`config.mk`:
```
export PLATFORM = sky130hd
export DESIGN_NAME = stream_mux_rr
export DESIGN_NICKNAME = d
export VERILOG_FILES = /design/src/rtl/stream_mux_rr_arbiter.sv /design/src/rtl/stream_mux_rr.sv
export SDC_FILE = /design/constraint.sdc
export NUM_CORES = 1
export LEC_CHECK = 0
export BUFFER_PORTS_ARGS = -buffer_cell sky130_fd_sc_hd__buf_2
export CORE_MARGIN = 1
export CORE_UTILIZATION = 52
export DETAILED_ROUTE_END_ITERATION = 12
export PLACE_DENSITY_LB_ADDON = 0.1
export SLEW_MARGIN = 30
export SYNTH_ARGS = -nofsm -noshare
export SYNTH_HDL_FRONTEND = slang
export SYNTH_SLANG_ARGS = --single-unit
```
`constraint.sdc`:
```
create_clock -name clk -period 7.3 [get_ports clk]
set_clock_uncertainty 0.15 [all_clocks]
set_input_delay 1.095 -clock clk [delete_from_list [all_inputs] [get_ports clk]]
set_output_delay 1.095 -clock clk [all_outputs]
set_load 0.01 [all_outputs]
```
`src/rtl/stream_mux_rr_arbiter.sv`:
```
// rr_arbiter: round-robin grant over NCHAN requesters with a rotating priority pointer
module rr_arbiter #(
    parameter  int NCHAN = 4,
    localparam int CBITS = $clog2(NCHAN)
) (
    input  logic             clk,
    input  logic             rst,
    input  logic [NCHAN-1:0] req,
    input  logic             en,
    output logic [NCHAN-1:0] gnt,
    output logic [CBITS-1:0] gnt_idx
);
    logic [CBITS-1:0] ptr_q, ptr_d;
    // first requester found searching upward from ptr, wrapping past the top channel
    always_comb begin
        logic found;
        int   j;
        found   = 1'b0;
        j       = 0;
        gnt     = '0;
        gnt_idx = '0;
        for (int k = 0; k < NCHAN; k++) begin
            j = int'(ptr_q) + k;
            if (j >= NCHAN) j = j - NCHAN;
            if (!found && req[j]) begin
                found   = 1'b1;
                gnt[j]  = 1'b1;
                gnt_idx = CBITS'(j);
            end
        end
    end
    // pointer moves just past the granted channel whenever a grant is consumed
    always_comb begin
        ptr_d = ptr_q;
        if (en) ptr_d = (gnt_idx == CBITS'(NCHAN - 1)) ? '0 : gnt_idx + CBITS'(1);
    end
    // pointer register
    always_ff @(posedge clk) begin
        if (rst) ptr_q <= '0;
        else     ptr_q <= ptr_d;
    end
endmodule

```
`src/rtl/stream_mux_rr.sv`:
```
// stream_mux_rr: N-channel valid/ready stream mux with round-robin or fixed selection and a registered output
module stream_mux_rr #(
    parameter  int NBITS = 8,
    parameter  int NCHAN = 4,
    localparam int CBITS = $clog2(NCHAN)
) (
    input  logic                   clk,
    input  logic                   rst,
    input  logic [NCHAN-1:0]       in_val,
    output logic [NCHAN-1:0]       in_rdy,
    input  logic [NCHAN*NBITS-1:0] in_msg,
    input  logic                   fixed_en,
    input  logic [CBITS-1:0]       fixed_sel,
    output logic                   out_val,
    input  logic                   out_rdy,
    output logic [NBITS-1:0]       out_msg,
    output logic [CBITS-1:0]       out_chan
);
    logic [NCHAN-1:0] rr_gnt;
    logic [CBITS-1:0] rr_idx;
    logic [CBITS-1:0] sel;
    logic             space;
    logic             xfer;
    logic             fixed_ok;
    logic             out_val_q, out_val_d;
    logic [NBITS-1:0] out_msg_q, out_msg_d;
    logic [CBITS-1:0] out_chan_q, out_chan_d;

    assign space    = !out_val_q || out_rdy;
    assign fixed_ok = int'(fixed_sel) < NCHAN;
    assign xfer     = |in_rdy;
    assign sel      = fixed_en ? fixed_sel : rr_idx;

    rr_arbiter #(.NCHAN(NCHAN)) u_arb (
        .clk     (clk),
        .rst     (rst),
        .req     (in_val),
        .en      (xfer && !fixed_en),
        .gnt     (rr_gnt),
        .gnt_idx (rr_idx)
    );

    // ready goes to at most one channel: the fixed one if valid, else the round-robin winner
    always_comb begin
        in_rdy = '0;
        if (!rst && space) begin
            if (fixed_en) begin
                if (fixed_ok && in_val[fixed_sel]) in_rdy[fixed_sel] = 1'b1;
            end else begin
                in_rdy = rr_gnt;
            end
        end
    end
    // load on input transfer (replacing any departing message), empty on a bare output transfer
    always_comb begin
        out_val_d  = out_val_q;
        out_msg_d  = out_msg_q;
        out_chan_d = out_chan_q;
        if (xfer) begin
            out_val_d  = 1'b1;
            out_msg_d  = in_msg[int'(sel)*NBITS +: NBITS];
            out_chan_d = sel;
        end else if (out_val_q && out_rdy) begin
            out_val_d  = 1'b0;
        end
    end
    // output register
    always_ff @(posedge clk) begin
        if (rst) begin
            out_val_q  <= 1'b0;
            out_msg_q  <= '0;
            out_chan_q <= '0;
        end else begin
            out_val_q  <= out_val_d;
            out_msg_q  <= out_msg_d;
            out_chan_q <= out_chan_d;
        end
    end

    assign out_val  = out_val_q;
    assign out_msg  = out_msg_q;
    assign out_chan = out_chan_q;
endmodule

```
Word-level counts from Yosys, hierarchy flattened
Index checks and enable logic that the tools add are counted.
{"block": "op_classes", "n_reduce_logical": 20, "eq_ne": 1, "shifts": 1, "bitwise": 3, "order_cmp": 14, "muxes": 46, "n_addsub": 8}
{"cell": "$ge A32 B1 Y1 const B", "count": 4}
{"cell": "$lt A32 B4 Y1 const B", "count": 4}
{"cell": "$mux W32", "count": 4}
{"cell": "$ge A32 B4 Y1 const B", "count": 3}
{"cell": "$sub A32 B4 Y32 const B", "count": 3}
{"cell": "$shiftx A32 B6 Y8", "count": 1}
{"cell": "$mux W4", "count": 7}
{"cell": "$mux W1", "count": 19}
{"cell": "$mux W2", "count": 6}
{"cell": "$or A4 B4 Y4", "count": 3}
{"cell": "$logic_and A1 B1 Y1", "count": 11}
{"cell": "$bmux W1 S2", "count": 5}
{"cell": "$demux W1 S2", "count": 5}
{"cell": "$add A2 B2 Y3 const B", "count": 2}
{"cell": "$logic_not A1 Y1", "count": 6}
{"cell": "$reduce_or A4 Y1", "count": 1}
{"cell": "$sub A2 B3 Y4 const B", "count": 1}
{"cell": "$add A2 B1 Y3 const B", "count": 1}
{"cell": "$ge A2 B3 Y1 const B", "count": 1}
{"cell": "$lt A2 B3 Y1 const B", "count": 1}
{"cell": "$add A2 B1 Y2 const B", "count": 1}
{"cell": "$eq A2 B2 Y1 const B", "count": 1}
{"cell": "$ge A2 B1 Y1 const B", "count": 1}
{"cell": "$reduce_bool A2 Y1", "count": 1}
{"cell": "$logic_or A1 B1 Y1", "count": 1}
{"block": "totals", "out_inout_bits": 15, "ff_bits": 13, "wordCells": 97, "in_bits": 42}

Logic depth before layout (Yosys ltp)
Gate-level depths: netlist of the first run.
{"block": "depth", "ltp_word": 19, "mapped_depth": 12, "mapped_depth_nobuf": 10}

By module
A second synthesis of the first run with hierarchy kept.
{"block": "unflattened", "cells_unflattened": 151, "area_unflattened_um2": 1405.1}
{"mod": "stream_mux_rr", "n_inst": 1, "area_each_um2": 912.1, "seq_area_each_um2": 220.2, "cells_per_inst": 98}
{"mod": "rr_arbiter", "n_inst": 1, "area_each_um2": 493.0, "seq_area_each_um2": 40.0, "cells_per_inst": 53}

Worst setup path after synthesis of the first run
Ideal clock, no wire load.
{"block": "synth_timing", "path_type": "input to output", "startpoint": "input port in_val[0]", "endpoint": "output port in_rdy[2]", "arrival_ns": 2.409, "required_time_ns": 6.055, "path_buffers": 1, "setup_slack_ns": 3.646, "path_stages": 5, "cell_sequence": "buf_2 -> or3b_4 -> a2111oi_4 -> o21ai_0 -> a31oi_1"}
{"block": "synth_between", "elab_chain_cells": 15, "elab_cells_between_ends": 33, "cone_classes": "24 x mux; 3 x bitwise; 6 x reduce/logical"}
{"element": "start, declared", "line": "stream_mux_rr.sv:9", "rtl": "input logic [NCHAN-1:0] in_val,"}
{"element": "$bmux W1 S2", "line": "stream_mux_rr_arbiter.sv:25", "rtl": "if (!found && req[j]) begin"}
{"element": "$mux W1 (implied by the code) (2 in series)", "line": "stream_mux_rr_arbiter.sv:25"}
{"element": "$mux W1", "line": "stream_mux_rr_arbiter.sv:25"}
{"element": "$logic_not A1 Y1", "line": "stream_mux_rr_arbiter.sv:25"}
{"element": "$logic_and A1 B1 Y1", "line": "stream_mux_rr_arbiter.sv:25"}
{"element": "$mux W1", "line": "stream_mux_rr_arbiter.sv:25"}
{"element": "$logic_not A1 Y1", "line": "stream_mux_rr_arbiter.sv:25"}
{"element": "$logic_and A1 B1 Y1", "line": "stream_mux_rr_arbiter.sv:25"}
{"element": "$mux W1", "line": "stream_mux_rr_arbiter.sv:25"}
{"element": "$logic_not A1 Y1", "line": "stream_mux_rr_arbiter.sv:25"}
{"element": "$logic_and A1 B1 Y1", "line": "stream_mux_rr_arbiter.sv:25"}
{"element": "$mux W4", "line": "stream_mux_rr_arbiter.sv:25"}
{"element": "$mux W4 *", "line": "stream_mux_rr.sv:47", "rtl": "if (fixed_en) begin"}
{"element": "$mux W4 *", "line": "stream_mux_rr.sv:46", "rtl": "if (!rst && space) begin"}
{"element": "end, declared", "line": "stream_mux_rr.sv:10", "rtl": "output logic [NCHAN-1:0] in_rdy,"}
Mark *: on every way between the ends. The rest lies on a longest branch, timed or not. The select of a mux whose other input is x is not followed.

Worst setup path after layout of the first run
{"block": "layout_timing", "startpoint": "register u_arb.ptr_q[0]", "endpoint": "output port in_rdy[0]"}
{"block": "layout_between", "elab_chain_cells": 17, "elab_cells_between_ends": 65, "cone_classes": "7 x add/sub; 12 x order compare; 33 x mux; 3 x bitwise; 10 x reduce/logical"}
{"element": "start, declared", "line": "stream_mux_rr_arbiter.sv:13", "rtl": "logic [CBITS-1:0] ptr_q, ptr_d;"}
{"element": "start signal, assigned", "line": "stream_mux_rr_arbiter.sv:40", "rtl": "else ptr_q <= ptr_d;"}
{"element": "branches (longest 14 deep; another with $sub A32 B4 Y32)"}
{"element": "$mux W4 *", "line": "stream_mux_rr_arbiter.sv:25"}
{"element": "$mux W4 *", "line": "stream_mux_rr.sv:47"}
{"element": "$mux W4 *", "line": "stream_mux_rr.sv:46"}
Every way passes the cells marked *. The select of a mux whose other input is x is not followed.

==> results.py, run 1 <==
metrics = {
    "layout": {
        "fin_util_pct": 67.8,
        "final.fill_count": 213,
        "fin_area_um2": 1710,
        "final_net_count": 271,
        "num_antenna_cells": 0,
        "areaGrowthSynthToFinish_pct": 20.1,
        "layout.cells.non_filler": 253,
        "drive_gt1_share_pct": 37.2,
    },
    "timing": {
        "period_needed_ps": 4410,
        "rsz0062_at_grt": "false",
        "slew_headroom_pct": 47.9,
        "final_max_slew_viol_count": 0,
        "tightest_slew_ps": 779,
        "holdWs_ps": 299,
        "fin_setup_tns_ps": 0,
        "min_period_over_period_pct": 60.4,
        "hold_violations": 0,
        "fmax_ghz": 0.227,
        "setup_viol": 0,
        "setup_ws_ps": 2890,
    },
    "placed_design": {
        "dp_hpwl_um": 2980,
        "dpl_cell_area_um2": 1680,
        "gp_congestion": 0.850,
        "port_buffers": 56,
        "place_ws_ps": 3260,
        "dp_cells": 249,
    },
    "power": {
        "power.share.combinational_pct": 70.5,
        "irDropWorstVdd_v": 0.000243,
        "power.total_uw": 549,
        "p_sw_uw": 269,
        "power_density_nw_per_um2": 321,
        "p_int_uw": 279,
        "swShare_pct": 49.1,
        "clockPowerShare_pct": 8.0,
        "seq_power_share_pct": 21.5,
        "leakage_nw": 0.734,
    },
    "synthesis": {
        "async_flop_share_pct": 0,
        "synth-edff-count": 0,
        "syn_area_per_cell_um2": 8.18,
        "ys_types": 41,
        "ys_dominant_reg_cell": "dfxtp_1",
        "netlist_instances": 174,
        "synth_fp_nets": 221,
        "synth_seq_area_share_pct": 18.3,
        "synth_seq_cells": 13,
        "yosysWarnings": 0,
        "synth.cell_area_um2": 1420,
    },
    "routing": {
        "num_vias": 1580,
        "drt_first_pass_iters": 4,
        "drtAntennaViolNets": 0,
        "drt_iter0_markers": 67,
        "wl_um": 3980,
        "routedWlPerCell_um": 15.7,
        "drc": 0,
        "via_per_inst": 6.25,
    },
    "clock_tree": {
        "cts_resized": 0,
        "clk_pin_slew_ps": 80,
        "htree_levels": 1,
        "cts_tree": "built",
        "clock-root-buffer": "clkbuf_4",
        "ctsHoldBuffers": 0,
        "max-clock-path-buffers": 2,
        "cts.sinks": 13,
        "cts_buffers": 3,
        "clock_latency_ps": 270,
        "cts_setup_buffers": 0,
    },
    "hold_path": {
        "hold_path_class": "register to register",
    },
    "grt": {
        "track_usage_pct": 26.8,
        "grt_pass1_vias": 1214,
        "met1_usage_pct": 38.3,
        "busiest_layer": "met2",
        "antenna_found_initial": 0,
        "grt.met3_usage_pct": 1.67,
        "use_met2_pct": 40.9,
        "grt_max_degree": 16,
        "grt_pass1_wl_um": 5710,
        "globalRoute.totalOverflow": 0,
    },
    "critical_path": {
        "crit_arrival_ps": 3170,
        "crit_fanout": 13,
        "cp.required_ps": 6050,
        "crit_path_start_kind": "register",
        "worst-setup-path-type": "register to output pin",
        "cp-end-kind": "output pin",
    },
    "die": {
        "core_um2": 2520,
        "initial_core_util_pct": 56.4,
        "fp.dieW_um": 54.3,
        "die_height_um": 54.3,
        "ios": 57,
        "rows": 18,
        "die_area_um2": 2950,
    },
    "run_status": {
        "status": "complete, no violations",
    },
    "flow_run": {
        "maxCapViolCount": 0,
    },
}
per-layer routing:
| layer | part of all wire (%) | routed length, um | up-vias |
|---|---|---|---|
| li1 | - | - | 749 |
| met1 | 46 | 1820 | 730 |
| met2 | 45 | 1790 | 88 |
| met3 | 7.3 | 291 | 13 |
| met4 | 1.8 | 72 | 0 |
| met5 | 0 | 0 | - |
registers in the layout, indices dropped and copies added (netlist names):
signal and cells:
out_chan 2, u_arb.ptr_q 2, out_val 1, out_msg 8
Yosys cell counts, drive strengths merged (2+ instances only):
cell type	number	area, um2
nor2b	3	18.8
nand3b	6	45.0
nand2b	5	31.3
nor2	4	17.5
nand3	9	45.0
dfxtp	13	260
clkbuf	3	11.3
o21ai	7	38.8
a31oi	9	62.6
buf	10	65.1
ha	5	62.6
a32o	2	20.0
a21oi	14	81.3
or4	2	18.8
o31ai	3	22.5
inv	3	11.3
mux2	10	113
mux2i	11	110
nand2	27	101
or3	2	12.5
o211ai	10	75.1
mux4	2	45.0
or3b	2	20.0
o21a	4	30.0
path summary, 6_finish.rpt:
path | from | endpoint | slack, ps | cells after the start
max | u_arb.ptr_q[0]$_SDFFE_PP0P_ | in_rdy[0] | 2890 | 7
min | out_msg[4]$_SDFFE_PP0P_ | out_msg[4]$_SDFFE_PP0P_ | 300 | 2
max reg2reg | u_arb.ptr_q[0]$_SDFFE_PP0P_ | out_msg[2]$_SDFFE_PP0P_ | 3430 | 9
min reg2reg | out_msg[4]$_SDFFE_PP0P_ | out_msg[4]$_SDFFE_PP0P_ | 300 | 2
power groups by stage:
stage	logic (mW)	clock network (mW)	registers [mW]
after floorplan	0.302	0	0.113
after global placement	0.359	0	0.117
after detailed placement	0.376	0	0.119
after CTS	0.379	0.0462	0.118
after global routing	0.417	0.0478	0.122
final	0.387	0.0439	0.118
cells by family (layout without fill, tap and decap cells):
kind of cell / count (synthesis) / in the layout / share of synthesized area (%)
AND/OR/NAND/NOR: 64 / 64 / 23.7
multiplexers: 23 / 23 / 18.8
AO/OA/AOI/OAI: 53 / 53 / 28.6
flip-flops: 13 / 13 / 18.3
adder cells (fa/ha/maj): 5 / 5 / 4.40
buffers and inverters: 16 / 65 / 6.16
cells in the final DEF, fill, tap and decap left out, types with 2 or more instances in the layout:
cell,n
buf_2,56
nand2_1,27
a21oi_1,13
dfxtp_1,13
mux2i_1,11
o211ai_1,10
mux2_2,9
nand3_1,9
a31oi_1,8
o21ai_0,6
nand3b_1,6
nand2b_1,5
ha_1,5
o21a_1,4
inv_1,3
nor2b_1,3
o31ai_1,3
nor2_1,3
clkbuf_4,3
or3_1,2
mux4_2,2
a32o_1,2
area by class of cell:
type	instances	area [um2]	share of cell area, %
Clock buffer	4	26.3	1.54
Inverter	3	11.3	0.659
Multi-Input combinational cell	145	1070	62.9
Sequential cell	13	260	15.2
Tap cell	30	37.5	2.20
Timing Repair Buffer	58	299	17.5
critical path: stages (launching register included):
cell	delay [ps]
dfxtp_1	600
inv_1	270
ha_1	500
or3b_4	460
a2111oi_4	430
o21ai_0	210
a31oi_2	270
buf_2	170
Power figures use the tool's default switching activity.
==> inputs of run 2 (changes only) <==
ABC_AREA = 1   (was not set)
CORE_UTILIZATION = 45   (was 52)
clock period = 3.7 ns   (was 7.3 ns; I/O delays follow)
==> results.py, run 2 <==
metrics = {
    "grt": {
        "antenna_found_initial": 0,
        "grt_max_degree": 18,
        "grt.met3_usage_pct": 3.41,
        "globalRoute.totalOverflow": 0,
        "grt_pass1_vias": 1446,
        "met1_usage_pct": 28.2,
        "grt_pass1_wl_um": 6320,
        "busiest_layer": "met2",
        "track_usage_pct": 23.0,
        "use_met2_pct": 42.4,
    },
    "clock_tree": {
        "clock_latency_ps": 290,
        "cts.sinks": 13,
        "cts_buffers": 3,
        "clk_pin_slew_ps": 100,
        "ctsHoldBuffers": 0,
        "htree_levels": 1,
        "cts_setup_buffers": 0,
        "max-clock-path-buffers": 2,
        "cts_tree": "built",
        "cts_resized": 0,
        "clock-root-buffer": "clkbuf_4",
    },
    "layout": {
        "layout.cells.non_filler": 361,
        "final_net_count": 365,
        "drive_gt1_share_pct": 32.8,
        "mostFrequentLayoutCells": "98 x nand2_1, 56 x buf_2, 34 x nand3_1",
        "fin_util_pct": 58.8,
        "largest_register_ffs": 8,
        "areaGrowthSynthToFinish_pct": 19.3,
        "final_common_cell": "nand2_1",
        "num_antenna_cells": 0,
    },
    "synthesis": {
        "synth_compound_area_share_pct": 9.75,
        "synth_seq_cells": 13,
        "ys_dominant_reg_cell": "dfxtp_1",
        "synth_xor_area_share_pct": 0,
        "syn_area_per_cell_um2": 5.86,
        "synth_seq_area_share_pct": 16.8,
        "yosysWarnings": 0,
        "synth_common_cells": "98 x nand2_1, 34 x nand3_1, 30 x inv_1",
        "synth_simple_gate_area_share_pct": 55.9,
        "netlist_instances": 265,
        "yosys.area.top_type_share_pct": 23.7,
        "ys_types": 28,
        "async_flop_share_pct": 0,
        "muxShareOfSynthArea_pct": 0,
        "synth_top_family_by_area": "simple AND/OR/NAND/NOR gates",
        "yosysMostFrequentCell": "nand2_1",
        "synth-edff-count": 0,
        "synth_largest_area_cell": "nand2_1",
        "synth.cell_area_um2": 1550,
        "synth_fa_ha_area_share_pct": 4.03,
        "synth_fp_nets": 312,
        "ys_top_cells_by_area": "nand2_1 24%, dfxtp_1 17%, nand3_1 11%, inv_1 7.3%, nand2_2 4.8%",
    },
    "die": {
        "die_height_um": 60.7,
        "ios": 57,
        "rows": 20,
        "fp.dieW_um": 60.7,
        "die_area_um2": 3690,
        "core_um2": 3150,
        "initial_core_util_pct": 49.2,
    },
    "routing": {
        "wl_um": 3960,
        "num_vias": 1762,
        "via_per_inst": 4.88,
        "drtAntennaViolNets": 0,
        "drc": 0,
        "drt_iter0_markers": 93,
        "routedWlPerCell_um": 11.0,
        "drt_first_pass_iters": 4,
    },
    "critical_path": {
        "cp_cell_sequence": "inv_6 > ha_1 > inv_1 > nand3_2 > nand2_4 > nand2_1 > nor2_2 > nand2_1 > nand3_1 > nand2_2 > inv_1 > buf_2",
        "cp-end-kind": "output pin",
        "crit_fanout": 11,
        "crit_path_max_incr_delay_ps": 630,
        "cp_top_family": "simple AND/OR/NAND/NOR gates",
        "critPathBufInv": 4,
        "cp-startpoint": "u_arb.ptr_q[0]$_SDFFE_PP0P_",
        "worst-setup-path-type": "register to output pin",
        "slowest_stage": "dfxtp_1",
        "reg2reg_from": "u_arb.ptr_q[0]$_SDFFE_PP0P_",
        "cp.required_ps": 2990,
        "crit_path_start_kind": "register",
        "crit_arrival_ps": 2360,
    },
    "timing": {
        "fin_setup_tns_ps": 0,
        "rsz0062_at_grt": "false",
        "hold_violations": 0,
        "period_needed_ps": 3060,
        "slew_headroom_pct": 60.3,
        "final_max_slew_viol_count": 0,
        "min_period_over_period_pct": 82.8,
        "fmax_ghz": 0.326,
        "tightest_slew_ps": 593,
        "setup_viol": 0,
    },
    "hold_path": {
        "hp-start": "out_msg[1]$_SDFFE_PP0P_",
        "hold_path_class": "register to register",
    },
    "power": {
        "leakage_nw": 1.09,
        "power_density_nw_per_um2": 448,
        "irDropWorstVdd_v": 0.000195,
    },
    "placed_design": {
        "dp_cells": 357,
        "dp_hpwl_um": 3200,
        "port_buffers": 56,
        "gp_congestion": 0.878,
    },
    "run_status": {
        "status": "complete, no violations",
    },
    "flow_run": {
        "maxCapViolCount": 0,
    },
}
==> run 2: cell type report <==
cell class	count	area [um2]
fillers	344	1300
multi-input cells	206	1080
repair buffers	56	280
flip-flops and latches	13	260
inverters	38	148
well taps	44	55.1
clock buffers	3	22.5
clock inverters	1	5.00
==> run 2: per-stage QoR <==
| step | setup slack, ps | area (um2) | hold slack [ps] | total power [mW] |
|---|---|---|---|---|
| 2_1_floorplan | 1320 | 1550 | 349 | 0.625 |
| 3_3_place_gp | 990 | 1830 | 314 | 0.735 |
| 3_5_place_dp | 929 | 1830 | 317 | 0.738 |
| 4_1_cts | 641 | 1850 | 332 | 0.834 |
| 5_1_grt | 445 | 1850 | 349 | 0.910 |
| 6_report | 637 | 1850 | 326 | 0.830 |
==> run 2: path summary, 6_finish.rpt <==
| kind | slack (ps) | end | depth (start not counted) |
|---|---|---|---|
| min | 330 | out_msg[1]$_SDFFE_PP0P_ | 2 |
| min reg2reg | 330 | out_msg[1]$_SDFFE_PP0P_ | 2 |
| max | 640 | in_rdy[2] | 12 |
| max reg2reg | 900 | out_msg[0]$_SDFFE_PP0P_ | 17 |
==> run 2: cell families (layout without fill, tap and decap cells) <==
group	after synthesis	after routing
adders and majority gates	5	5
and+or+nand+nor	178	178
DFF	13	13
AOI/OAI and AO/OA	23	23
buffers and inverters	46	98
==> run 2: power by group <==
group | internal, mW | total (mW) | switching (mW)
sequential | 0.169 | 0.195 | 0.0257
clock | 0.0402 | 0.0942 | 0.0540
combinational | 0.189 | 0.540 | 0.351
total | 0.399 | 0.830 | 0.431
==> run 2: routing by layer <==
| layer | part of all wire (%) | wire [um] |
|---|---|---|
| met3 | 4.5 | 180 |
| met1 | 44 | 1740 |
| met2 | 51 | 2010 |
| met5 | 0 | 0 |
| met4 | 0.78 | 31 |
==> run 2: worst reg2reg max path: stages (launching register included) <==
cell and delay, ps:
dfxtp_1 630, inv_6 100, ha_1 390, inv_1 110, nand3_2 100, nand2_4 110, inv_2 50, nor2_4 130
nand2_1 70, nand3_1 80, nand2_1 90, nand2_1 80, nand2_2 130, inv_2 180, nand2_1 80, nand2_1 80
nand2_1 70, a21oi_2 100
